## src/rtl/stopwatch_controller_pkg.sv

```systemverilog
// Shared definitions for the stopwatch control core.
// Contents:
//   state_e       - RUN / PAUSE / ADJUST state encoding (2-bit)
//   SEC_TENS_MAX  - largest tens-of-seconds digit (5)
//   DIGIT_MAX     - largest BCD digit (9)
//   bcd_inc       - single-digit BCD increment that wraps to 0 above a given limit
package stopwatch_controller_pkg;

  typedef enum logic [1:0] {
    ST_RUN    = 2'd0,
    ST_PAUSE  = 2'd1,
    ST_ADJUST = 2'd2
  } state_e;

  localparam logic [3:0] SEC_TENS_MAX = 4'd5;
  localparam logic [3:0] DIGIT_MAX    = 4'd9;

  function automatic logic [3:0] bcd_inc(input logic [3:0] digit, input logic [3:0] max);
    return (digit >= max) ? 4'd0 : digit + 4'd1;
  endfunction

endpackage

```

## src/rtl/stopwatch_controller_button_debouncer.sv

```systemverilog
// Button conditioner: 2-flop synchronizer, level debouncer and rising-edge pulse.
// Ports:
//   clk      in   system clock
//   rst_n    in   synchronous active-low reset
//   btn_raw  in   raw asynchronous button level, active-high
//   pulse    out  1-cycle pulse when the debounced level rises
// The debounced level flips only after DEBOUNCE_CYCLES consecutive synchronized
// samples disagree with it; any agreeing sample restarts the count.
module button_debouncer #(
  parameter int DEBOUNCE_CYCLES = 500000,
  parameter int DB_W            = 19
) (
  input  logic clk,
  input  logic rst_n,
  input  logic btn_raw,
  output logic pulse
);

  localparam logic [DB_W-1:0] CNT_LAST = DB_W'(DEBOUNCE_CYCLES - 1);

  logic            sync1_q, sync1_d;
  logic            sync2_q, sync2_d;
  logic            level_q, level_d;
  logic            pulse_q, pulse_d;
  logic [DB_W-1:0] cnt_q, cnt_d;

  always_comb begin
    sync1_d = btn_raw;
    sync2_d = sync1_q;
    level_d = level_q;
    pulse_d = 1'b0;
    cnt_d   = '0;
    if (sync2_q != level_q) begin
      if (cnt_q == CNT_LAST) begin
        level_d = sync2_q;
        // pulse coincides with the cycle the accepted level first shows high
        pulse_d = sync2_q;
      end else begin
        cnt_d = cnt_q + DB_W'(1);
      end
    end
  end

  always_ff @(posedge clk) begin
    if (!rst_n) begin
      sync1_q <= 1'b0;
      sync2_q <= 1'b0;
      level_q <= 1'b0;
      pulse_q <= 1'b0;
      cnt_q   <= '0;
    end else begin
      sync1_q <= sync1_d;
      sync2_q <= sync2_d;
      level_q <= level_d;
      pulse_q <= pulse_d;
      cnt_q   <= cnt_d;
    end
  end

  assign pulse = pulse_q;

endmodule

```

## src/rtl/stopwatch_controller.sv

```systemverilog
// Stopwatch control core: button/switch conditioning, RUN/PAUSE/ADJUST FSM and
// the MM:SS BCD time registers.
// Ports:
//   clk, rst_n               system clock, synchronous active-low reset
//   tick_1hz                 1-cycle enable, advances time in RUN
//   tick_adj                 1-cycle enable, advances selected field in ADJUST
//   btn_pause, btn_reset     raw async buttons, active-high
//   sw_sel, sw_adj           raw async switches (sel: 0 minutes / 1 seconds)
//   minutes_tens..seconds_ones  BCD time digits
//   adj, sel                 synchronized, registered switch levels
//   running                  high while in RUN
//
// state     | meaning
// ----------+------------------------------------------------------
// ST_PAUSE  | time frozen, waiting for pause button (reset state)
// ST_RUN    | seconds advance on tick_1hz
// ST_ADJUST | selected field advances on tick_adj, no carry between fields
module stopwatch_controller
  import stopwatch_controller_pkg::*;
#(
  parameter int DEBOUNCE_CYCLES = 500000,
  parameter int DB_W            = 19
) (
  input  logic       clk,
  input  logic       rst_n,
  input  logic       tick_1hz,
  input  logic       tick_adj,
  input  logic       btn_pause,
  input  logic       btn_reset,
  input  logic       sw_sel,
  input  logic       sw_adj,
  output logic [3:0] minutes_tens,
  output logic [3:0] minutes_ones,
  output logic [3:0] seconds_tens,
  output logic [3:0] seconds_ones,
  output logic       adj,
  output logic       sel,
  output logic       running
);

  logic pause_p, reset_p;

  button_debouncer #(.DEBOUNCE_CYCLES(DEBOUNCE_CYCLES), .DB_W(DB_W)) u_db_pause (
    .clk(clk), .rst_n(rst_n), .btn_raw(btn_pause), .pulse(pause_p)
  );

  button_debouncer #(.DEBOUNCE_CYCLES(DEBOUNCE_CYCLES), .DB_W(DB_W)) u_db_reset (
    .clk(clk), .rst_n(rst_n), .btn_raw(btn_reset), .pulse(reset_p)
  );

  logic adj_s1_q, adj_s1_d, adj_s2_q, adj_s2_d, adj_q, adj_d;
  logic sel_s1_q, sel_s1_d, sel_s2_q, sel_s2_d, sel_q, sel_d;

  always_comb begin
    adj_s1_d = sw_adj;
    adj_s2_d = adj_s1_q;
    adj_d    = adj_s2_q;
    sel_s1_d = sw_sel;
    sel_s2_d = sel_s1_q;
    sel_d    = sel_s2_q;
  end

  state_e     state_q, state_d;
  logic [3:0] mt_q, mt_d, mo_q, mo_d, st_q, st_d, so_q, so_d;

  always_comb begin
    state_d = state_q;
    if (adj_q) begin
      state_d = ST_ADJUST;
    end else begin
      unique case (state_q)
        ST_ADJUST: state_d = ST_PAUSE;
        ST_PAUSE:  if (pause_p) state_d = ST_RUN;
        ST_RUN:    if (pause_p || reset_p) state_d = ST_PAUSE;
        default:   state_d = ST_PAUSE;
      endcase
    end
  end

  always_comb begin
    mt_d = mt_q;
    mo_d = mo_q;
    st_d = st_q;
    so_d = so_q;
    if (reset_p) begin
      mt_d = 4'd0;
      mo_d = 4'd0;
      st_d = 4'd0;
      so_d = 4'd0;
    end else if (state_q == ST_RUN && tick_1hz) begin
      // full ripple carry; 99:59 rolls over to 00:00
      so_d = bcd_inc(so_q, DIGIT_MAX);
      if (so_q == DIGIT_MAX) begin
        st_d = bcd_inc(st_q, SEC_TENS_MAX);
        if (st_q == SEC_TENS_MAX) begin
          mo_d = bcd_inc(mo_q, DIGIT_MAX);
          if (mo_q == DIGIT_MAX) mt_d = bcd_inc(mt_q, DIGIT_MAX);
        end
      end
    end else if (state_q == ST_ADJUST && tick_adj) begin
      // each field wraps on its own; seconds never carry into minutes here
      if (sel_q) begin
        so_d = bcd_inc(so_q, DIGIT_MAX);
        if (so_q == DIGIT_MAX) st_d = bcd_inc(st_q, SEC_TENS_MAX);
      end else begin
        mo_d = bcd_inc(mo_q, DIGIT_MAX);
        if (mo_q == DIGIT_MAX) mt_d = bcd_inc(mt_q, DIGIT_MAX);
      end
    end
  end

  always_ff @(posedge clk) begin
    if (!rst_n) begin
      adj_s1_q <= 1'b0;
      adj_s2_q <= 1'b0;
      adj_q    <= 1'b0;
      sel_s1_q <= 1'b0;
      sel_s2_q <= 1'b0;
      sel_q    <= 1'b0;
      state_q  <= ST_PAUSE;
      mt_q     <= 4'd0;
      mo_q     <= 4'd0;
      st_q     <= 4'd0;
      so_q     <= 4'd0;
    end else begin
      adj_s1_q <= adj_s1_d;
      adj_s2_q <= adj_s2_d;
      adj_q    <= adj_d;
      sel_s1_q <= sel_s1_d;
      sel_s2_q <= sel_s2_d;
      sel_q    <= sel_d;
      state_q  <= state_d;
      mt_q     <= mt_d;
      mo_q     <= mo_d;
      st_q     <= st_d;
      so_q     <= so_d;
    end
  end

  assign minutes_tens = mt_q;
  assign minutes_ones = mo_q;
  assign seconds_tens = st_q;
  assign seconds_ones = so_q;
  assign adj          = adj_q;
  assign sel          = sel_q;
  assign running      = (state_q == ST_RUN);

endmodule
```

## config.mk

```make
export PLATFORM = sky130hd
export DESIGN_NAME = stopwatch_controller
export DESIGN_NICKNAME = d
export VERILOG_FILES = /design/src/rtl/stopwatch_controller_pkg.sv /design/src/rtl/stopwatch_controller_button_debouncer.sv /design/src/rtl/stopwatch_controller.sv
export SDC_FILE = /design/constraint.sdc
export NUM_CORES = 1
export LEC_CHECK = 0
export CORE_UTILIZATION = 47
export CTS_BUF_LIST = sky130_fd_sc_hd__clkbuf_16
export DETAILED_ROUTE_END_ITERATION = 8
export HOLD_SLACK_MARGIN = 0.02
export PLACE_DENSITY = 0.64
export SLEW_MARGIN = 20
export SYNTH_ARGS = -nofsm -noshare
export SYNTH_HDL_FRONTEND = slang
export SYNTH_SLANG_ARGS = --single-unit
```

## constraint.sdc

```tcl
create_clock -name clk -period 4.45 [get_ports clk]
set_clock_uncertainty 0.2 [all_clocks]
set_input_delay 0.6675 -clock clk [delete_from_list [all_inputs] [get_ports clk]]
set_output_delay 0.6675 -clock clk [all_outputs]
set_load 0.02 [all_outputs]
```

==> results of run 1 <==
## through the flow
stage          instance area, um^2  util (%)  hold WS (ps)
3_3_place_gp                  3700      54.2           213
3_5_place_dp                  3700      54.2           218
6_report                      4020      58.9           230
4_1_cts                       4020      58.9           231
5_1_grt                       4020      58.9           241
2_1_floorplan                 3360         -           212
## power by group through the flow
| stage | logic [mW] | clock network (mW) | registers (mW) |
|---|---|---|---|
| floorplan | 0.0161 | 0 | 0.649 |
| global placement | 0.0272 | 0 | 0.649 |
| detailed placement | 0.0277 | 0 | 0.649 |
| CTS | 0.0278 | 0.783 | 0.635 |
| global route | 0.0308 | 0.809 | 0.636 |
| finish | 0.0274 | 0.762 | 0.635 |
## synthesized netlist by cell type, types with 2 or more instances
cell / count / area, um^2
nand4bb_1: 3 / 33.8
mux2i_1: 2 / 20.0
o41ai_1: 2 / 17.5
nand4_2: 3 / 37.5
buf_2: 3 / 15.0
and2_1: 13 / 81.3
nor4b_2: 2 / 30.0
nor4_1: 6 / 37.5
buf_4: 2 / 15.0
or4_1: 2 / 15.0
nand3_1: 16 / 80.1
xor2_1: 11 / 96.3
nor3b_1: 4 / 30.0
nand4_1: 11 / 68.8
inv_1: 18 / 67.6
o31ai_1: 5 / 37.5
o311ai_0: 3 / 26.3
or4_4: 2 / 22.5
o21ai_0: 10 / 50.1
nand3b_1: 4 / 30.0
nand4b_1: 2 / 17.5
dfxtp_1: 70 / 1400
o211ai_1: 3 / 22.5
or3_1: 2 / 12.5
nor2_1: 45 / 169
nor3_1: 12 / 60.1
a21oi_1: 14 / 70.1
nand2_1: 18 / 67.6
nand2b_1: 4 / 25.0
xnor2_1: 21 / 184
clkbuf_1: 4 / 15.0
ha_1: 14 / 175
and3_1: 7 / 43.8
nor4_4: 2 / 42.5
## layout make-up
type / count / area share [%]
repair buffers: 27 / 6.66
clock inverters: 7 / 2.43
clock buffers: 9 / 5.60
inverters: 18 / 1.68
multi-input cells: 267 / 45.8
well taps: 96 / 2.99
flip-flops and latches: 70 / 34.8
## routing by layer
metal	track usage, %	vias up	part of all wire (%)
li1	-	1349	-
met1	25.2	1206	50
met2	27.8	45	45
met3	4.86	6	3.9
met4	7.73	0	1.4
met5	0	-	0
## flip-flops by register name, summed over array words and instances (netlist names), 2 cells and up
signal and flops:
state_q 2, minutes_tens 4, minutes_ones 4, seconds_tens 4
seconds_ones 4, u_db_reset.cnt_q 19, u_db_pause.cnt_q 19
## path summary, 6_finish.rpt
check / endpoint / slack [ps] / from
setup reg to reg: u_db_pause.cnt_q[13] / 2220 / u_db_pause.cnt_q[0]
hold reg to reg: sel_d / 230 / sel_s1_q
hold / removal: sel_d / 230 / sel_s1_q
setup / recovery: running / 2050 / state_q[0]
## kinds of logic (layout without fill, tap and decap cells)
logic type / count (synthesis) / in the layout
simple gates: 172 / 172
flops: 70 / 70
compound gates: 47 / 47
xor+xnor: 32 / 32
buf+inv: 27 / 61
fa+ha+maj: 14 / 14
mux: 2 / 2
==> impl_metrics.tcl, run 1 <==
set metrics [dict create \
    status "finished, final reports clean" \
    ys_warn_count 0 \
    path_cells "nor2_1, clkdlybuf4s50_1" \
    insertion_delay_ps 330 \
    worstSetupPathType "flip-flop to output port" \
    nNetsFinal 415 \
    synthCells 364 \
    hpwl_um 4440 \
    postCtsResizedCells 0 \
    postCtsSetupRepairBufs 0 \
    port_buffers 26 \
    cts_tree "built" \
    clock_sinks 70 \
    detail-route-antenna-nets 0 \
    slowest_delay_ps 560 \
    cts_made_buffers 9 \
    grt_first_pass_wirelength_um 10800 \
    slew_violations 0 \
    grt_max_degree 22 \
    grt_pass1_vias 2334 \
    seq_area_um2 1400 \
    cp.depth 2 \
    postSynthNetCount 386 \
    slowest_stage "dfxtp_1" \
    area_delta_synth_final_pct 19.8 \
    io_pins 27 \
    setup_ws_ps 2050 \
    clk_path_buf_depth 2 \
    hold_buffers 0 \
    critPathCaptureType "output port" \
    ys.flop_type "dfxtp_1" \
    avgViaCountPerCell 5.28 \
    gp_congestion 0.799 \
    wl_per_cell_um 12.9 \
    relSlewSlack_pct 52.7 \
    p_clk_share_pct 53.5 \
    grt_usage_pct 18.5 \
    antenna_found_initial 0 \
    power.total_mw 1.42 \
    num_vias 2606 \
    final_common_cell "dfxtp_1" \
    power_frac_comb_pct 1.9 \
    die_h_um 86.5 \
    rows 30 \
    setup_tns_ps 0 \
    r2r_cells 4 \
    critPathMaxFanout 12 \
    synth_top_family_by_area "simple AND/OR/NAND/NOR gates" \
    die_x_um 86.5 \
    layout-drive-gt1-share_pct 10.3 \
    seq_power_share_pct 44.6 \
    p_sw_mw 0.287 \
    synth_edf_count 0 \
    dieArea_um2 7480 \
    vdd_drop_max_mv 0.198 \
    hold_viol 0 \
    hold_class "flip-flop to flip-flop" \
    maxCapViolCount 0 \
    antennaDiodeCount 0 \
    routed_wl_um 6390 \
    synth_xor_area_share_pct 8.35 \
    powerDensity_nw_per_um2 354 \
    drc 0 \
    setup_viol 0 \
    rsz0062_at_grt "no" \
    post-place-ws_ps 1860 \
    layoutNonFillerInstCount 494 \
    min_period_over_period_pct 54.0 \
    cp_top_family "flip-flops" \
    ys_seq_area_share_pct 41.7 \
    nFillCells 623 \
    clockRootBuffer "clkbuf_16" \
    synthAdderAreaFrac_pct 5.22 \
    muxShareOfSynthArea_pct 0.596 \
    drt_iter0_drc 93 \
    worst_slew_pin_slew_ps 710 \
    final_cell_mix "dfxtp_1, nor2_1, clkdlybuf4s50_1" \
    path_buf_inv 1 \
    start_util_pct 49.1 \
    hold_path_depth 1 \
    leakage_nw 1.35 \
    clk_pin_slew_ps 50 \
    multiInputGateArea_um2 1840 \
    cp.required_ps 3580 \
    synth-seq-cells 70 \
    max_freq_ghz 0.416 \
    cts_max_level 3 \
    async_flop_share_pct 0 \
    syn_area_um2 3360 \
    synth_cell_types 58 \
    drtPass1Iterations 4 \
    avgSynthCellArea_um2 9.22 \
    period_needed_ps 2400 \
    coreArea_um2 6830 \
    synth-simple-area-share_pct 31.2 \
    worst_setup_path_start_kind "flip-flop" \
    p_sw_share_pct 20.2 \
    arrival_ps 1540 \
    intPower_mw 1.14 \
    dpl.cell_count 478 \
    overflow 0 \
    synth-compound-area-share_pct 9.58 \
]
Note: power is estimated with default switching activity, not from simulation.
==> inputs of run 2 (changes only) <==
--- a/config.mk
+++ b/config.mk
@@ -9,7 +9,7 @@
 export CTS_BUF_LIST = sky130_fd_sc_hd__clkbuf_16
 export DETAILED_ROUTE_END_ITERATION = 8
 export HOLD_SLACK_MARGIN = 0.02
-export PLACE_DENSITY = 0.64
+export PLACE_DENSITY = 0.66
 export SLEW_MARGIN = 20
 export SYNTH_ARGS = -nofsm -noshare
 export SYNTH_HDL_FRONTEND = slang
==> constraint.sdc (replaced) <==
create_clock -name clk -period 1.9 [get_ports clk]
set_clock_uncertainty 0.2 [all_clocks]
set_input_delay 0.285 -clock clk [delete_from_list [all_inputs] [get_ports clk]]
set_output_delay 0.285 -clock clk [all_outputs]
set_load 0.02 [all_outputs]
==> run 2 against run 1 <==
Against the previous run:
- wire length rose by 6.6%
- die area stayed put
- final cell count rose by 9.9%
- highest routed layer unchanged
- non-clock buffer count grew 49
- sequential share of layout area decreased by 3.5 points
- critical endpoint is now minutes_ones[0]
- combinational power rose to 3.3 times the previous value
- first-iteration DRC count fell by 20%
==> impl_metrics.tcl, run 2 (synthesis gave the netlist of run 1 again) <==
set metrics [dict create \
    slowest_stage "o31a_1" \
    min_period_over_period_pct 98.8 \
    layout-drive-gt1-share_pct 23.0 \
    coreArea_um2 6830 \
    grt_first_pass_wirelength_um 11200 \
    crit-reg2reg-launch "seconds_ones[1]" \
    status "finished, final reports clean" \
    post-place-ws_ps -209 \
    r2r-end "minutes_ones[0]" \
    clk_path_buf_depth 2 \
    rows 30 \
    maxCapViolCount 0 \
    setup_ws_ps 22.6 \
    grt_usage_pct 19.2 \
    cp.required_ps 1910 \
    cts_made_buffers 9 \
    power.total_mw 3.19 \
    hold_ws_ps 230 \
    worst_slew_pin_slew_ps 491 \
    grt_max_degree 17 \
    cp_top_family "compound AO/OA/AOI/OAI gates" \
    final_cell_mix "dfxtp_1, buf_4, nor2_1" \
    antenna_found_initial 0 \
    hpwl_um 4880 \
    port_buffers 26 \
    final_area_um2 4480 \
    io_pins 27 \
    path_buf_inv 2 \
    vdd_drop_max_mv 0.533 \
    r2r_slack_ps 20 \
    dieArea_um2 7480 \
    max_freq_ghz 0.533 \
    holdPathEnd "u_db_pause.sync2_q" \
    antennaDiodeCount 0 \
    gp_congestion 0.825 \
    cts_max_level 3 \
    leakage_nw 1.81 \
    slowest_delay_ps 430 \
    top_regs "u_db_pause.cnt_q (19), u_db_reset.cnt_q (19)" \
    detail-route-antenna-nets 0 \
    layoutNonFillerInstCount 543 \
    drt_iter0_drc 74 \
    nFillCells 561 \
    placed_area_um2 4060 \
    cts_tree "built" \
    clk_pin_slew_ps 60 \
    nNetsFinal 464 \
    hold_path_depth 1 \
    rsz0062_at_grt "yes" \
    hold_viol 0 \
    period_needed_ps 1880 \
    clockRootBuffer "clkbuf_16" \
    drtPass1Iterations 4 \
    drc 0 \
    num_vias 2835 \
    r2r_cells 7 \
    worst_setup_path_start_kind "flip-flop" \
    clock_sinks 70 \
    hold_class "flip-flop to flip-flop" \
    insertion_delay_ps 330 \
    path_cells "inv_2, ha_4, nand3b_1, o31a_1, buf_4, o211ai_1, o31ai_1" \
    dpl.cell_count 525 \
    final_common_cell "dfxtp_1" \
    avgViaCountPerCell 5.22 \
    die_x_um 86.5 \
    grt_pass1_vias 2482 \
    routed_wl_um 6810 \
    critPathCaptureType "flip-flop" \
    powerDensity_nw_per_um2 711 \
    wl_per_cell_um 12.5 \
    worstSetupPathType "flip-flop to flip-flop" \
    setup_tns_ps 0 \
    arrival_ps 1890 \
    setup_viol 0 \
    utilization_pct 65.6 \
    start_util_pct 49.1 \
    slew_violations 0 \
    critPathMaxFanout 7 \
    relSlewSlack_pct 66.9 \
    overflow 0 \
    die_h_um 86.5 \
    area_delta_synth_final_pct 33.5 \
    min_from "u_db_pause.sync1_q" \
]
==> run 2: changes by cell type in the layout (fill, tap and decap cells not counted), sizes merged <==
cell | previous run | this run
buf | 1 | 50
bufinv | 2 | 1
clkdlybuf4s50 | 26 | 14
clkinv | 2 | 4
dlygate4sd2 | 0 | 2
dlymetal6s2s | 0 | 10
inv | 19 | 18
==> run 2: layer usage <==
| metal | routed length [um] | global-route usage, % |
|---|---|---|
| met5 | 0 | 0 |
| met4 | 114 | 9.09 |
| met3 | 196 | 3.81 |
| met2 | 3120 | 29.7 |
| met1 | 3380 | 25.7 |
==> run 2: worst max-delay path by stage <==
stage                               start         endpoint  slack (ps)  depth (start not counted)
after floorplan           seconds_tens[1]  minutes_ones[2]          40                          6
after global placement           tick_1hz  minutes_tens[2]        -190                          5
after detailed placement         tick_1hz  minutes_ones[2]        -210                          5
after CTS                 minutes_ones[2]  minutes_ones[2]        -0.1                          1
after global routing      seconds_ones[1]  minutes_ones[0]         -60                          7
final                     seconds_ones[1]  minutes_ones[0]          20                          7
==> run 2: layout make-up <==
| type | instances | area, um^2 | area share [%] |
|---|---|---|---|
| clock buffers | 9 | 225 | 5.03 |
| multi-input cells | 267 | 1930 | 43.0 |
| clock inverters | 7 | 65.1 | 1.45 |
| flip-flops and latches | 70 | 1410 | 31.4 |
| repair buffers | 76 | 671 | 15.0 |
| inverters | 18 | 67.6 | 1.51 |
| well taps | 96 | 120 | 2.68 |
==> run 2: worst reg2reg max path: stages (launching register included) <==
cell and delay [ps]:
dfxtp_2 320, inv_2 80, ha_4 140, nand3b_1 160
o31a_1 430, buf_4 180, o211ai_1 160, o31ai_1 90
==> run 2: report_power, final <==
group / leakage (nW) / internal [mW] / switching, mW
Clock: 0.141 / 1.00 / 0.607
Combinational: 1.11 / 0.0490 / 0.0413
Sequential: 0.567 / 1.48 / 0.00560
Total: 1.81 / 2.53 / 0.654
==> run 2: timing repair <==
action,CTS,global route
gates resized for setup,5,29
pin swaps,0,7
buffers inserted,0,2
hold endpoints to repair,0,0
hold buffers,0,0
endpoints found under the setup margin,20,33
